## src/rtl/score_keeper_pkg.sv

```systemverilog
// Shared definitions for the score keeper: FSM encodings, BCD limits and default life counts.
package score_keeper_pkg;

    typedef enum logic [1:0] {
        ST_IDLE      = 2'd0,
        ST_PLAYING   = 2'd1,
        ST_GAME_OVER = 2'd2
    } state_e;

    localparam logic [3:0] BCD_MAX             = 4'd9;
    localparam logic [2:0] DEF_START_LIVES     = 3'd3;
    localparam logic [2:0] DEF_MAX_LIVES       = 3'd7;
    localparam bit         DEF_BONUS_ENABLE    = 1'b1;

    // Hit values above 9 are not legal BCD; treat them as a full 9.
    function automatic logic [3:0] clamp_bcd(input logic [3:0] v);
        return (v > BCD_MAX) ? BCD_MAX : v;
    endfunction

endpackage

```

## src/rtl/score_keeper_bcd_digit_add.sv

```systemverilog
// Single BCD digit adder with carry in/out; decimal-adjusts any raw sum above 9.
module bcd_digit_add
    import score_keeper_pkg::*;
(
    input  logic [3:0] a_i,
    input  logic [3:0] b_i,
    input  logic       carry_i,
    output logic [3:0] sum_o,
    output logic       carry_o
);

    logic [4:0] raw;

    always_comb begin
        raw     = {1'b0, a_i} + {1'b0, b_i} + {4'b0000, carry_i};
        carry_o = (raw > {1'b0, BCD_MAX});
        sum_o   = carry_o ? (raw[3:0] + 4'd6) : raw[3:0];
    end

endmodule

```

## src/rtl/score_keeper.sv

```systemverilog
// Game statistics bank: 3-digit saturating BCD score, lives counter with bonus
// lives, and the IDLE/PLAYING/GAME_OVER sequencing FSM.
//
//  state        | meaning
//  ST_IDLE      | after reset, waiting for the first new_game pulse
//  ST_PLAYING   | hits score points, ball losses consume lives
//  ST_GAME_OVER | lives exhausted, score frozen until new_game
module score_keeper
    import score_keeper_pkg::*;
#(
    parameter logic [2:0] START_LIVES  = DEF_START_LIVES,
    parameter logic [2:0] MAX_LIVES    = DEF_MAX_LIVES,
    parameter bit         BONUS_ENABLE = DEF_BONUS_ENABLE
) (
    input  logic       clk_i,
    input  logic       rst_i,
    input  logic       new_game_i,
    input  logic       brick_hit_i,
    input  logic [3:0] brick_points_i,
    input  logic       ball_lost_i,
    output logic [3:0] score_100_o,
    output logic [3:0] score_10_o,
    output logic [3:0] score_1_o,
    output logic [2:0] lives_o,
    output logic       playing_o,
    output logic       game_over_o,
    output logic       bonus_life_o
);

    state_e     state_q, state_d;
    logic [3:0] d100_q, d100_d;
    logic [3:0] d10_q, d10_d;
    logic [3:0] d1_q, d1_d;
    logic [2:0] lives_q, lives_d;
    logic       bonus_q, bonus_d;

    logic [3:0] pts;
    logic [3:0] sum1, sum10, sum100;
    logic       c1, c10, c100;
    logic       hit_en, loss_en, bonus_en;

    assign pts = clamp_bcd(brick_points_i);

    bcd_digit_add u_add_1 (
        .a_i     (d1_q),
        .b_i     (pts),
        .carry_i (1'b0),
        .sum_o   (sum1),
        .carry_o (c1)
    );

    bcd_digit_add u_add_10 (
        .a_i     (d10_q),
        .b_i     (4'd0),
        .carry_i (c1),
        .sum_o   (sum10),
        .carry_o (c10)
    );

    bcd_digit_add u_add_100 (
        .a_i     (d100_q),
        .b_i     (4'd0),
        .carry_i (c10),
        .sum_o   (sum100),
        .carry_o (c100)
    );

    always_comb begin
        state_d = state_q;
        d100_d  = d100_q;
        d10_d   = d10_q;
        d1_d    = d1_q;
        lives_d = lives_q;
        bonus_d = 1'b0;

        hit_en   = (state_q == ST_PLAYING) && brick_hit_i && !new_game_i;
        loss_en  = (state_q == ST_PLAYING) && ball_lost_i && !new_game_i;
        // The hundreds digit only moves on a tens carry; a carry out of it means saturation.
        bonus_en = BONUS_ENABLE && hit_en && c10 && !c100;

        if (new_game_i) begin
            state_d = ST_PLAYING;
            d100_d  = 4'd0;
            d10_d   = 4'd0;
            d1_d    = 4'd0;
            lives_d = START_LIVES;
        end else begin
            if (hit_en) begin
                if (c100) begin
                    d100_d = BCD_MAX;
                    d10_d  = BCD_MAX;
                    d1_d   = BCD_MAX;
                end else begin
                    d100_d = sum100;
                    d10_d  = sum10;
                    d1_d   = sum1;
                end
            end

            bonus_d = bonus_en;

            if (bonus_en && loss_en) begin
                lives_d = lives_q;
            end else if (bonus_en) begin
                lives_d = (lives_q < MAX_LIVES) ? (lives_q + 3'd1) : MAX_LIVES;
            end else if (loss_en) begin
                lives_d = (lives_q != 3'd0) ? (lives_q - 3'd1) : 3'd0;
            end

            if (state_q == ST_PLAYING && lives_d == 3'd0) begin
                state_d = ST_GAME_OVER;
            end
        end
    end

    always_ff @(posedge clk_i or posedge rst_i) begin
        if (rst_i) begin
            state_q <= ST_IDLE;
            d100_q  <= 4'd0;
            d10_q   <= 4'd0;
            d1_q    <= 4'd0;
            lives_q <= START_LIVES;
            bonus_q <= 1'b0;
        end else begin
            state_q <= state_d;
            d100_q  <= d100_d;
            d10_q   <= d10_d;
            d1_q    <= d1_d;
            lives_q <= lives_d;
            bonus_q <= bonus_d;
        end
    end

    assign score_100_o  = d100_q;
    assign score_10_o   = d10_q;
    assign score_1_o    = d1_q;
    assign lives_o      = lives_q;
    assign playing_o    = (state_q == ST_PLAYING);
    assign game_over_o  = (state_q == ST_GAME_OVER);
    assign bonus_life_o = bonus_q;

endmodule

```

## config.mk

```make
export PLATFORM = sky130hd
export DESIGN_NAME = score_keeper
export DESIGN_NICKNAME = d
export VERILOG_FILES = /design/src/rtl/score_keeper_pkg.sv /design/src/rtl/score_keeper_bcd_digit_add.sv /design/src/rtl/score_keeper.sv
export SDC_FILE = /design/constraint.sdc
export NUM_CORES = 1
export LEC_CHECK = 0
export CAP_MARGIN = 20
export CORE_ASPECT_RATIO = 0.75
export CORE_MARGIN = 5
export CORE_UTILIZATION = 55
export DETAILED_ROUTE_END_ITERATION = 7
export GPL_ROUTABILITY_DRIVEN = 0
export PLACE_DENSITY = 0.84
export SYNTH_ARGS = -nofsm -noshare
export SYNTH_HDL_FRONTEND = slang
export SYNTH_SLANG_ARGS = --single-unit
```

## constraint.sdc

```tcl
create_clock -name clk_i -period 14.5 [get_ports clk_i]
set_input_delay 1.45 -clock clk_i [delete_from_list [all_inputs] [get_ports clk_i]]
set_output_delay 1.45 -clock clk_i [all_outputs]
set_load 0.01 [all_outputs]
```

Yosys cells after proc, flatten, opt, wreduce, memory -nomap -nowiden:

Index checks and enable logic that the tools add are counted.

* input bits: 9
* logic and storage cells: 56
* memory bits (writable): 0
* register bits: 18
* memories kept: 0
* latch bits: 0
* bits in read-only memories: 0

* equality and inequality tests: 2
* mux-type cells: 22
* multipliers: 0
* reduce and logical (&&, ||, !) cells: 14
* $lt $le $gt $ge: 5
* add/subtract/negate cells: 7
* bitwise operators: 0
* divide/modulo/power cells: 0
* shift-type cells: 0

Operators by type and width (count)
* $mux 4: 12
* $mux 3: 7
* $gt 5x4->1 const B: 3
* $add 4x1->5: 2
* $add 4x3->4 const B: 2
* $logic_and 1x1->1: 8
* $add 4x4->5: 1
* $gt 4x4->1 const B: 1
* $mux 2: 2
* $reduce_bool 2->1: 2
* $add 3x1->3 const B: 1
* $logic_not 3->1: 1
* $lt 3x3->1 const B: 1
* $reduce_bool 3->1: 1
* $sub 3x1->3 const B: 1
* $eq 2x1->1 const B: 1
* $eq 2x2->1 const B: 1
* $logic_not 1->1: 2
* $mux 1: 1

Logic depth before layout (Yosys ltp):

Gate-level depths: netlist of the first run.

* depth after elaboration: 17
* mapped depth: 26

Modules after synthesis:

Synthesis of the first run repeated with hierarchy kept, for this count alone.

* cells, all modules: 168
* area total of the unflattened synthesis: 1617.8 µm²

Modules (own cells, without submodules)
* score_keeper: area each 983.4 µm², cells an instance 102, instances 1, seq. area each 452.9 µm²
* bcd_digit_add: area each 211.5 µm², cells an instance 22, instances 3, seq. area each 0.0 µm²

Worst setup path before layout of the first run:

OpenSTA, ideal clock, no wires.

* kind: input port to flip-flop
* start point: in brick_points_i[1]
* end point: reg state_q[0]
* setup time: 0.126 ns
* setup slack: 8.487 ns
* stages on the path: 25
* data arrival time: 5.887 ns
* path through: o21ai_0 nand2b_1 ha_1 inv_1 fa_1 xor2_1 nand2_1 a21oi_1 inv_1 ha_1 ha_1 buf_2 or3_1 o221ai_2 inv_2 ha_1 ha_1 nand2b_1 a31oi_1 o31a_1 buf_6 o2111ai_1 nand3_1 o2111ai_1 o32a_1

* longest elaborated chain between the ends: 16
* elaborated cells on any way between the ends: 18
* classes of those cells: add/sub: 3; order compare: 4; mux: 4; reduce/logical: 7

RTL lines
* start: declaration: line score_keeper.sv:19 `input logic [3:0] brick_points_i,`
* $gt 4x4->1: line score_keeper_pkg.sv:17 `return (v > BCD_MAX) ? BCD_MAX : v;`
* $mux 4 (*): line score_keeper_pkg.sv:17
* $add 4x4->5 (*): line score_keeper_bcd_digit_add.sv:15 `raw = {1'b0, a_i} + {1'b0, b_i} + {4'b0000, carry_i};`
* $gt 5x4->1 (*): line score_keeper_bcd_digit_add.sv:16 `carry_o = (raw > {1'b0, BCD_MAX});`
* $add 4x1->5 (*): line score_keeper_bcd_digit_add.sv:15
* $gt 5x4->1 (*): line score_keeper_bcd_digit_add.sv:16
* $add 4x1->5: line score_keeper_bcd_digit_add.sv:15
* $gt 5x4->1: line score_keeper_bcd_digit_add.sv:16
* $logic_not 1->1: line score_keeper.sv:79 `bonus_en = BONUS_ENABLE && hit_en && c10 && !c100;`
* $logic_and 1x1->1 (*): line score_keeper.sv:79
* $mux 3 / $logic_and 1x1->1 (equally long branches): line score_keeper.sv:104, score_keeper.sv:102
* $mux 3 (*): line score_keeper.sv:102 `if (bonus_en && loss_en) begin`
* $mux 3 (*): line score_keeper.sv:81 `if (new_game_i) begin`
* $logic_not 3->1 (*): line score_keeper.sv:110 `if (state_q == ST_PLAYING && lives_d == 3'd0) begin`
* $logic_and 1x1->1 (*): line score_keeper.sv:110
* $reduce_bool 2->1 (no line) (*)
* end signal: assignment: line score_keeper.sv:125 `state_q <= state_d;`
* end: declaration: line score_keeper.sv:30 `state_e state_q, state_d;`

Mark *: on every way between the ends. The rest lies on a longest branch, timed or not. The select of a mux whose other input is x is not followed.
A chain may end at the register's enable or synchronous reset.

Worst setup path after layout of the first run:

* start point: in brick_points_i[3]
* end point: reg state_q[0]

Same word-level chain as after synthesis.

==> flow_metrics.env, run 1 <==
export IMPL_status="complete, no violations"
export IMPL_rsz0062_at_grt="no"
export IMPL_critPathKind="input port to flip-flop"
export IMPL_grt_pass1_wl_microns=5330
export IMPL_clk_path_buf_depth=2
export IMPL_antenna_found_initial=0
export IMPL_num_fill_cells=202
export IMPL_crit_chain="clkdlybuf4s50_1 -> o21ai_0 -> nand2b_1 -> ha_1 -> inv_1 -> fa_1 -> xor2_1 -> nand2_1 -> a21oi_1 -> inv_1 -> ha_1 -> ha_1 -> o21a_1 -> o221ai_2 -> inv_2 -> ha_1 -> ha_1 -> nand2b_1 -> a31oi_1 -> o31a_1 -> a22oi_1 -> nor2_1 -> o2111ai_1 -> o32a_1"
export IMPL_area_growth_pct=21.1
export IMPL_drive_gt1_share_pct=8.74
export IMPL_p_clk_share_pct=18.0
export IMPL_vias=1239
export IMPL_worstSkewPairLatency_ns=0.29
export IMPL_ir_drop_mv=0.0745
export IMPL_yosysMostFrequentCell="nand2_1"
export IMPL_postCtsHoldBufs=0
export IMPL_synth_top_area_share_pct=28.4
export IMPL_rows=15
export IMPL_die_h_microns=53.8
export IMPL_syn_avg_cell_area_sq_um=8.81
export IMPL_period_minus_slack_ns=7.09
export IMPL_p_sw_share_pct=37.9
export IMPL_die_x_microns=68.4
export IMPL_drt_total_wl_microns=3290
export IMPL_synth_top_area_cell="dfrtp_1"
export IMPL_finalCritPeriodShare_pct=48.9
export IMPL_overflow=0
export IMPL_hold_path_class="flip-flop to flip-flop"
export IMPL_tightest_slew_ns=0.889
export IMPL_clock_sinks=18
export IMPL_p_leak_nw=0.749
export IMPL_setup_viol=0
export IMPL_cts_root_buf="clkbuf_4"
export IMPL_h_tree_depth=1
export IMPL_dp_hpwl_microns=2570
export IMPL_cts_buffers=3
export IMPL_critPathBufInv=4
export IMPL_nNetsFinal=208
export IMPL_p_per_area_nw_per_um2=104
export IMPL_drt_vias_per_instance=5.71
export IMPL_cts_clk_slew_worst_paths_ns=0.11
export IMPL_postCtsSetupBuffers=0
export IMPL_critPathTopFamily="compound AO/OA/AOI/OAI gates"
export IMPL_drv_slew=0
export IMPL_ys_ff_latch=18
export IMPL_async_flop_share_pct=100
export IMPL_grt_max_degree=19
export IMPL_synth_edf_count=0
export IMPL_grtUsageTotal_pct=19.1
export IMPL_syn_nets=184
export IMPL_portBuffers=26
export IMPL_num_antenna_cells=0
export IMPL_cts_tree="done"
export IMPL_relSlewSlack_pct=40.7
export IMPL_slowest_delay_ns=0.51
export IMPL_cts_resized=0
export IMPL_crit_top_cell="ha_1"
export IMPL_core_region_area_sq_um=2360
export IMPL_firstDrtPassIters=4
export IMPL_ant_nets=0
export IMPL_hold_ws_ns=0.528
export IMPL_yosys_warnings=0
export IMPL_max_cap_violations=0
export IMPL_grt_pass1_vias=1207
export IMPL_wl_per_cell_microns=15.2
export IMPL_p_int_w=0.000110
export IMPL_p_seq_share_pct=35.8
export IMPL_cp_arrival_ns=7.28
export IMPL_ys_types=48
export IMPL_drt_initial_drc_count=45
export IMPL_synthesis_area_sq_um=1410
export IMPL_setup_tns_ns=0
export IMPL_cp_end_kind="flip-flop"
export IMPL_register_area_sq_um=453
export IMPL_die_area_sq_um=3680
export IMPL_cp_max_fo=9
export IMPL_cp_slowest_cell="clkdlybuf4s50_1"
export IMPL_drc=0
export IMPL_initial_core_util_pct=59.6
export IMPL_hold_viol=0
export IMPL_synthFlopType="dfrtp_1"
export IMPL_multi_input_area_sq_um=862
export IMPL_synth_area_top_cells="dfrtp_1 28%, ha_1 12%, o21ai_0 5.7%, nand2_1 4.5%, dfstp_2 3.7%"
export IMPL_cp_start_kind="input port"
export IMPL_fin_worst_skew_ns=0.00217
export IMPL_worstPathRequired_ns=14.69
export IMPL_seq_area_frac_synth_pct=32.1
export IMPL_fmax_mhz=141
export IMPL_synthTopCellsByCount="17 x nand2_1, 16 x dfrtp_1, 16 x o21ai_0"
export IMPL_io_pins=27
export IMPL_power_switching_w=0.0000675
export IMPL_comb_power_share_pct=46.3
export IMPL_synth_cells=160
## layout by cell type, fill, tap and decap left out, types with 2 or more instances in the layout
cell type / netlist / final
nand2_1: 17 / 17
nor3_1: 3 / 3
o21ai_0: 16 / 16
dfstp_2: 2 / 2
clkdlybuf4s50_1: 0 / 26
xnor2_1: 4 / 4
inv_2: 2 / 2
ha_1: 14 / 14
a22o_1: 3 / 3
and3_4: 2 / 2
nand3_1: 5 / 5
nand2b_1: 4 / 4
inv_1: 12 / 12
a31oi_1: 2 / 2
a21oi_1: 6 / 6
a211oi_1: 2 / 2
nor2_1: 8 / 8
a311oi_1: 2 / 2
dfrtp_1: 16 / 16
clkbuf_4: 0 / 3
xor2_1: 2 / 2
o21a_1: 2 / 2
o2111ai_1: 2 / 2
nor2b_1: 3 / 3
o21ai_1: 3 / 3
## power by group through the flow
stage	combinational, W	clock, W	sequential [W]
4_1_cts	0.0000827	0.0000324	0.0000636
5_1_grt	0.0000902	0.0000348	0.0000644
3_5_place_dp	0.0000819	0	0.0000646
3_3_place_gp	0.0000775	0	0.0000638
6_report	0.0000823	0.0000319	0.0000636
2_1_floorplan	0.0000526	0	0.0000657
## flip-flops by register name, summed over array words and instances, names as in the netlist
register / cells
score_100_o: 4
score_10_o: 4
score_1_o: 4
lives_o: 3
state_q: 2
bonus_life_o: 1
## worst register-to-register path: cells and delay by family (launching register included)
family | cells | cell delay, ns
compound gates | 8 | 2.33
fa+ha+maj | 6 | 1.75
simple gates | 3 | 0.48
flops | 1 | 0.39
buf+inv | 3 | 0.30
xor+xnor | 1 | 0.29
## final timing paths
check / from / end / slack, ns / cells after the start
worst max register to register: score_1_o[0]$_DFFE_PP0P_ / state_q[0]$_DFFE_PP0P_ / 8.86 / 21
worst min register to register: score_1_o[0]$_DFFE_PP0P_ / score_1_o[0]$_DFFE_PP0P_ / 0.53 / 2
min in group asynchronous: rst_i / score_1_o[3]$_DFFE_PP0P_ / 1.56 / 2
worst max-delay path: brick_points_i[3] / state_q[0]$_DFFE_PP0P_ / 7.41 / 24
worst min-delay path: score_1_o[0]$_DFFE_PP0P_ / score_1_o[0]$_DFFE_PP0P_ / 0.53 / 2
max in group asynchronous: rst_i / state_q[1]$_DFFE_PP0P_ / 12.49 / 2
## kinds of logic after synthesis
family	Yosys count	share of synthesized area [%]
and+or+nand+nor	50	18.5
AOI/OAI and AO/OA	48	23.6
buffers and inverters	21	6.66
DFF	18	32.1
adders and majority gates	15	13.9
xor gates and xnor gates	6	3.73
muxes	2	1.51
## metal layers
layer,wire [microns],GRT usage (%),up-vias
met5,0,0,-
met1,1500,23.9,584
met3,178,5.01,6
li1,-,-,613
met4,47,5.61,0
met2,1560,32.3,36
## cell type report
type | instances | area share [%]
inverters | 14 | 3.08
repair buffers | 26 | 15.2
clock buffers | 4 | 2.13
multi-input cells | 121 | 50.5
flip-flops and latches | 18 | 26.5
well taps | 34 | 2.49
## metrics by stage
stage / setup slack [ns] / std cells / instance area, sq um / total power (W) / util (%)
CTS: 7.45 / 217 / 1710 / 0.000179 / 72.2
floorplan: 8.49 / 160 / 1410 / 0.000118 / -
detailed placement: 7.11 / 213 / 1670 / 0.000146 / 70.6
finish: 7.41 / 217 / 1710 / 0.000178 / 72.2
global placement: 7.47 / 213 / 1670 / 0.000141 / 70.6
global route: 6.99 / 217 / 1710 / 0.000189 / 72.2
Power figures use the tool's default switching activity.
==> run 2, diff against run 1 <==
--- a/config.mk
+++ b/config.mk
@@ -8,10 +8,10 @@
 export CAP_MARGIN = 20
 export CORE_ASPECT_RATIO = 0.75
 export CORE_MARGIN = 5
-export CORE_UTILIZATION = 55
+export CORE_UTILIZATION = 47
 export DETAILED_ROUTE_END_ITERATION = 7
 export GPL_ROUTABILITY_DRIVEN = 0
-export PLACE_DENSITY = 0.84
+export PLACE_DENSITY = 0.76
 export SYNTH_ARGS = -nofsm -noshare
 export SYNTH_HDL_FRONTEND = slang
 export SYNTH_SLANG_ARGS = --single-unit
==> constraint.sdc (replaced) <==
create_clock -name clk_i -period 5.7 [get_ports clk_i]
set_input_delay 0.57 -clock clk_i [delete_from_list [all_inputs] [get_ports clk_i]]
set_output_delay 0.57 -clock clk_i [all_outputs]
set_load 0.01 [all_outputs]
==> flow_metrics.env, run 2 (synthesis results as in run 1) <==
export IMPL_status="complete, no violations"
export IMPL_area_growth_pct=29.5
export IMPL_setup_viol=0
export IMPL_drc=0
export IMPL_fin_ws_ns=0.273
export IMPL_cts_clk_slew_worst_paths_ns=0.07
export IMPL_cp_arrival_ns=5.57
export IMPL_dp_hpwl_microns=2550
export IMPL_worstSkewPairLatency_ns=0.26
export IMPL_num_fill_cells=239
export IMPL_overflow=0
export IMPL_cts_tree="done"
export IMPL_wl_per_cell_microns=14.9
export IMPL_num_antenna_cells=0
export IMPL_die_x_microns=73.2
export IMPL_cp_slowest_cell="clkdlybuf4s50_1"
export IMPL_r2r_start="score_1_o[0]$_DFFE_PP0P_"
export IMPL_fmax_mhz=184
export IMPL_critPathLaunch="brick_points_i[3]"
export IMPL_hold_viol=0
export IMPL_layout_commonest_cell="clkdlybuf4s50_1"
export IMPL_cts_root_buf="clkbuf_8"
export IMPL_final_cell_area_sq_um=1820
export IMPL_cp_max_fo=8
export IMPL_h_tree_depth=1
export IMPL_period_minus_slack_ns=5.43
export IMPL_drv_slew=0
export IMPL_drive_gt1_share_pct=14.9
export IMPL_initial_core_util_pct=48.3
export IMPL_utilization_pct=62.6
export IMPL_rows=17
export IMPL_max_cap_violations=0
export IMPL_drt_vias_per_instance=5.51
export IMPL_cp_start_kind="input port"
export IMPL_grtUsageTotal_pct=17.2
export IMPL_p_per_area_nw_per_um2=276
export IMPL_nNetsFinal=219
export IMPL_io_pins=27
export IMPL_cp_end_kind="flip-flop"
export IMPL_clk_path_buf_depth=2
export IMPL_hp_start="score_1_o[0]$_DFFE_PP0P_"
export IMPL_place_area_sq_um=1740
export IMPL_fin_worst_skew_ns=0.00499
export IMPL_crit_top_cell="ha_1"
export IMPL_finalCritPeriodShare_pct=95.2
export IMPL_grt_pass1_wl_microns=5670
export IMPL_core_region_area_sq_um=2910
export IMPL_drt_total_wl_microns=3450
export IMPL_vias=1279
export IMPL_relSlewSlack_pct=40.4
export IMPL_layout_common_cells="26 x clkdlybuf4s50_1, 17 x nand2_1, 16 x o21ai_0, 16 x dfrtp_1, 14 x ha_1"
export IMPL_grt_pass1_vias=1239
export IMPL_die_h_microns=57.4
export IMPL_ant_nets=0
export IMPL_die_area_sq_um=4200
export IMPL_slowest_delay_ns=0.52
export IMPL_cts_buffers=3
export IMPL_drt_initial_drc_count=141
export IMPL_place_ws_ns=-0.0518
export IMPL_firstDrtPassIters=4
export IMPL_critPathTopFamily="compound AO/OA/AOI/OAI gates"
export IMPL_critPathKind="input port to flip-flop"
export IMPL_hold_path_class="flip-flop to flip-flop"
export IMPL_portBuffers=26
export IMPL_p_leak_nw=0.811
export IMPL_clock_sinks=18
export IMPL_tightest_slew_ns=0.894
export IMPL_grt_max_degree=19
export IMPL_antenna_found_initial=0
export IMPL_worstPathRequired_ns=5.84
export IMPL_ir_drop_mv=0.141
export IMPL_power_total_w=0.000504
export IMPL_critPathBufInv=5
## run 2: layout make-up
| class | instances | area, sq um | share of cell area, % |
|---|---|---|---|
| Inverter | 14 | 52.6 | 2.88 |
| Tap cell | 38 | 47.5 | 2.61 |
| Sequential cell | 18 | 453 | 24.8 |
| Multi-Input combinational cell | 121 | 873 | 47.9 |
| Clock buffer | 4 | 55.1 | 3.02 |
| Timing Repair Buffer | 37 | 343 | 18.8 |
## run 2: through the flow
step	TNS, ns	cells	hold slack (ns)
after floorplan	0	160	0.507
after CTS	0	230	0.530
after global placement	0	226	0.510
after detailed placement	-0.0518	226	0.514
final	0	232	0.521
after global routing	-0.0108	232	0.561
## run 2: path summary, 6_finish.rpt
kind	end	slack (ns)	cells after the start
setup / recovery	state_q[0]$_DFFE_PP0P_	0.27	25
hold / removal	score_1_o[0]$_DFFE_PP0P_	0.52	2
setup reg to reg	state_q[0]$_DFFE_PP0P_	0.89	22
hold reg to reg	score_1_o[0]$_DFFE_PP0P_	0.52	2
max in group asynchronous	lives_o[2]$_DFF_PP0_	4.56	2
min in group asynchronous	score_1_o[2]$_DFFE_PP0P_	0.71	2
## run 2: layer usage
| layer | routed length [microns] | part of all wire (%) | GRT usage, % |
|---|---|---|---|
| met5 | 0 | 0 | 0 |
| met4 | 17 | 0.49 | 3.16 |
| met3 | 214 | 6.2 | 4.23 |
| met2 | 1610 | 47 | 27.4 |
| met1 | 1610 | 47 | 23.8 |
## run 2: where the power goes
part | internal (W) | switching, W
clock network | 0.0000615 | 0.0000450
logic | 0.000116 | 0.000119
registers | 0.000145 | 0.0000175
## run 2: worst register-to-register path, cell delays in order, from the launching register on
cell      delay [ns]
dfrtp_1         0.37
ha_1            0.18
inv_1           0.06
fa_1            0.43
xor2_2          0.21
nand2_1         0.09
a21oi_1         0.19
inv_1           0.06
ha_1            0.20
ha_1            0.32
o21a_1          0.19
o221ai_2        0.19
inv_2           0.06
ha_1            0.23
ha_1            0.33
nand2b_1        0.11
a31oi_1         0.10
buf_4           0.16
o31ai_4         0.39
o21ai_1         0.17
o21ai_0         0.24
a21oi_2         0.08
o32a_1          0.33
## run 2: timing repair
| action | 4_1_cts | 5_1_grt |
|---|---|---|
| buffers inserted | 0 | 2 |
| hold buffers | 0 | 0 |
| endpoints found under the hold margin | 0 | 0 |
| resized for setup | 0 | 2 |
| setup endpoints to repair | 0 | 2 |
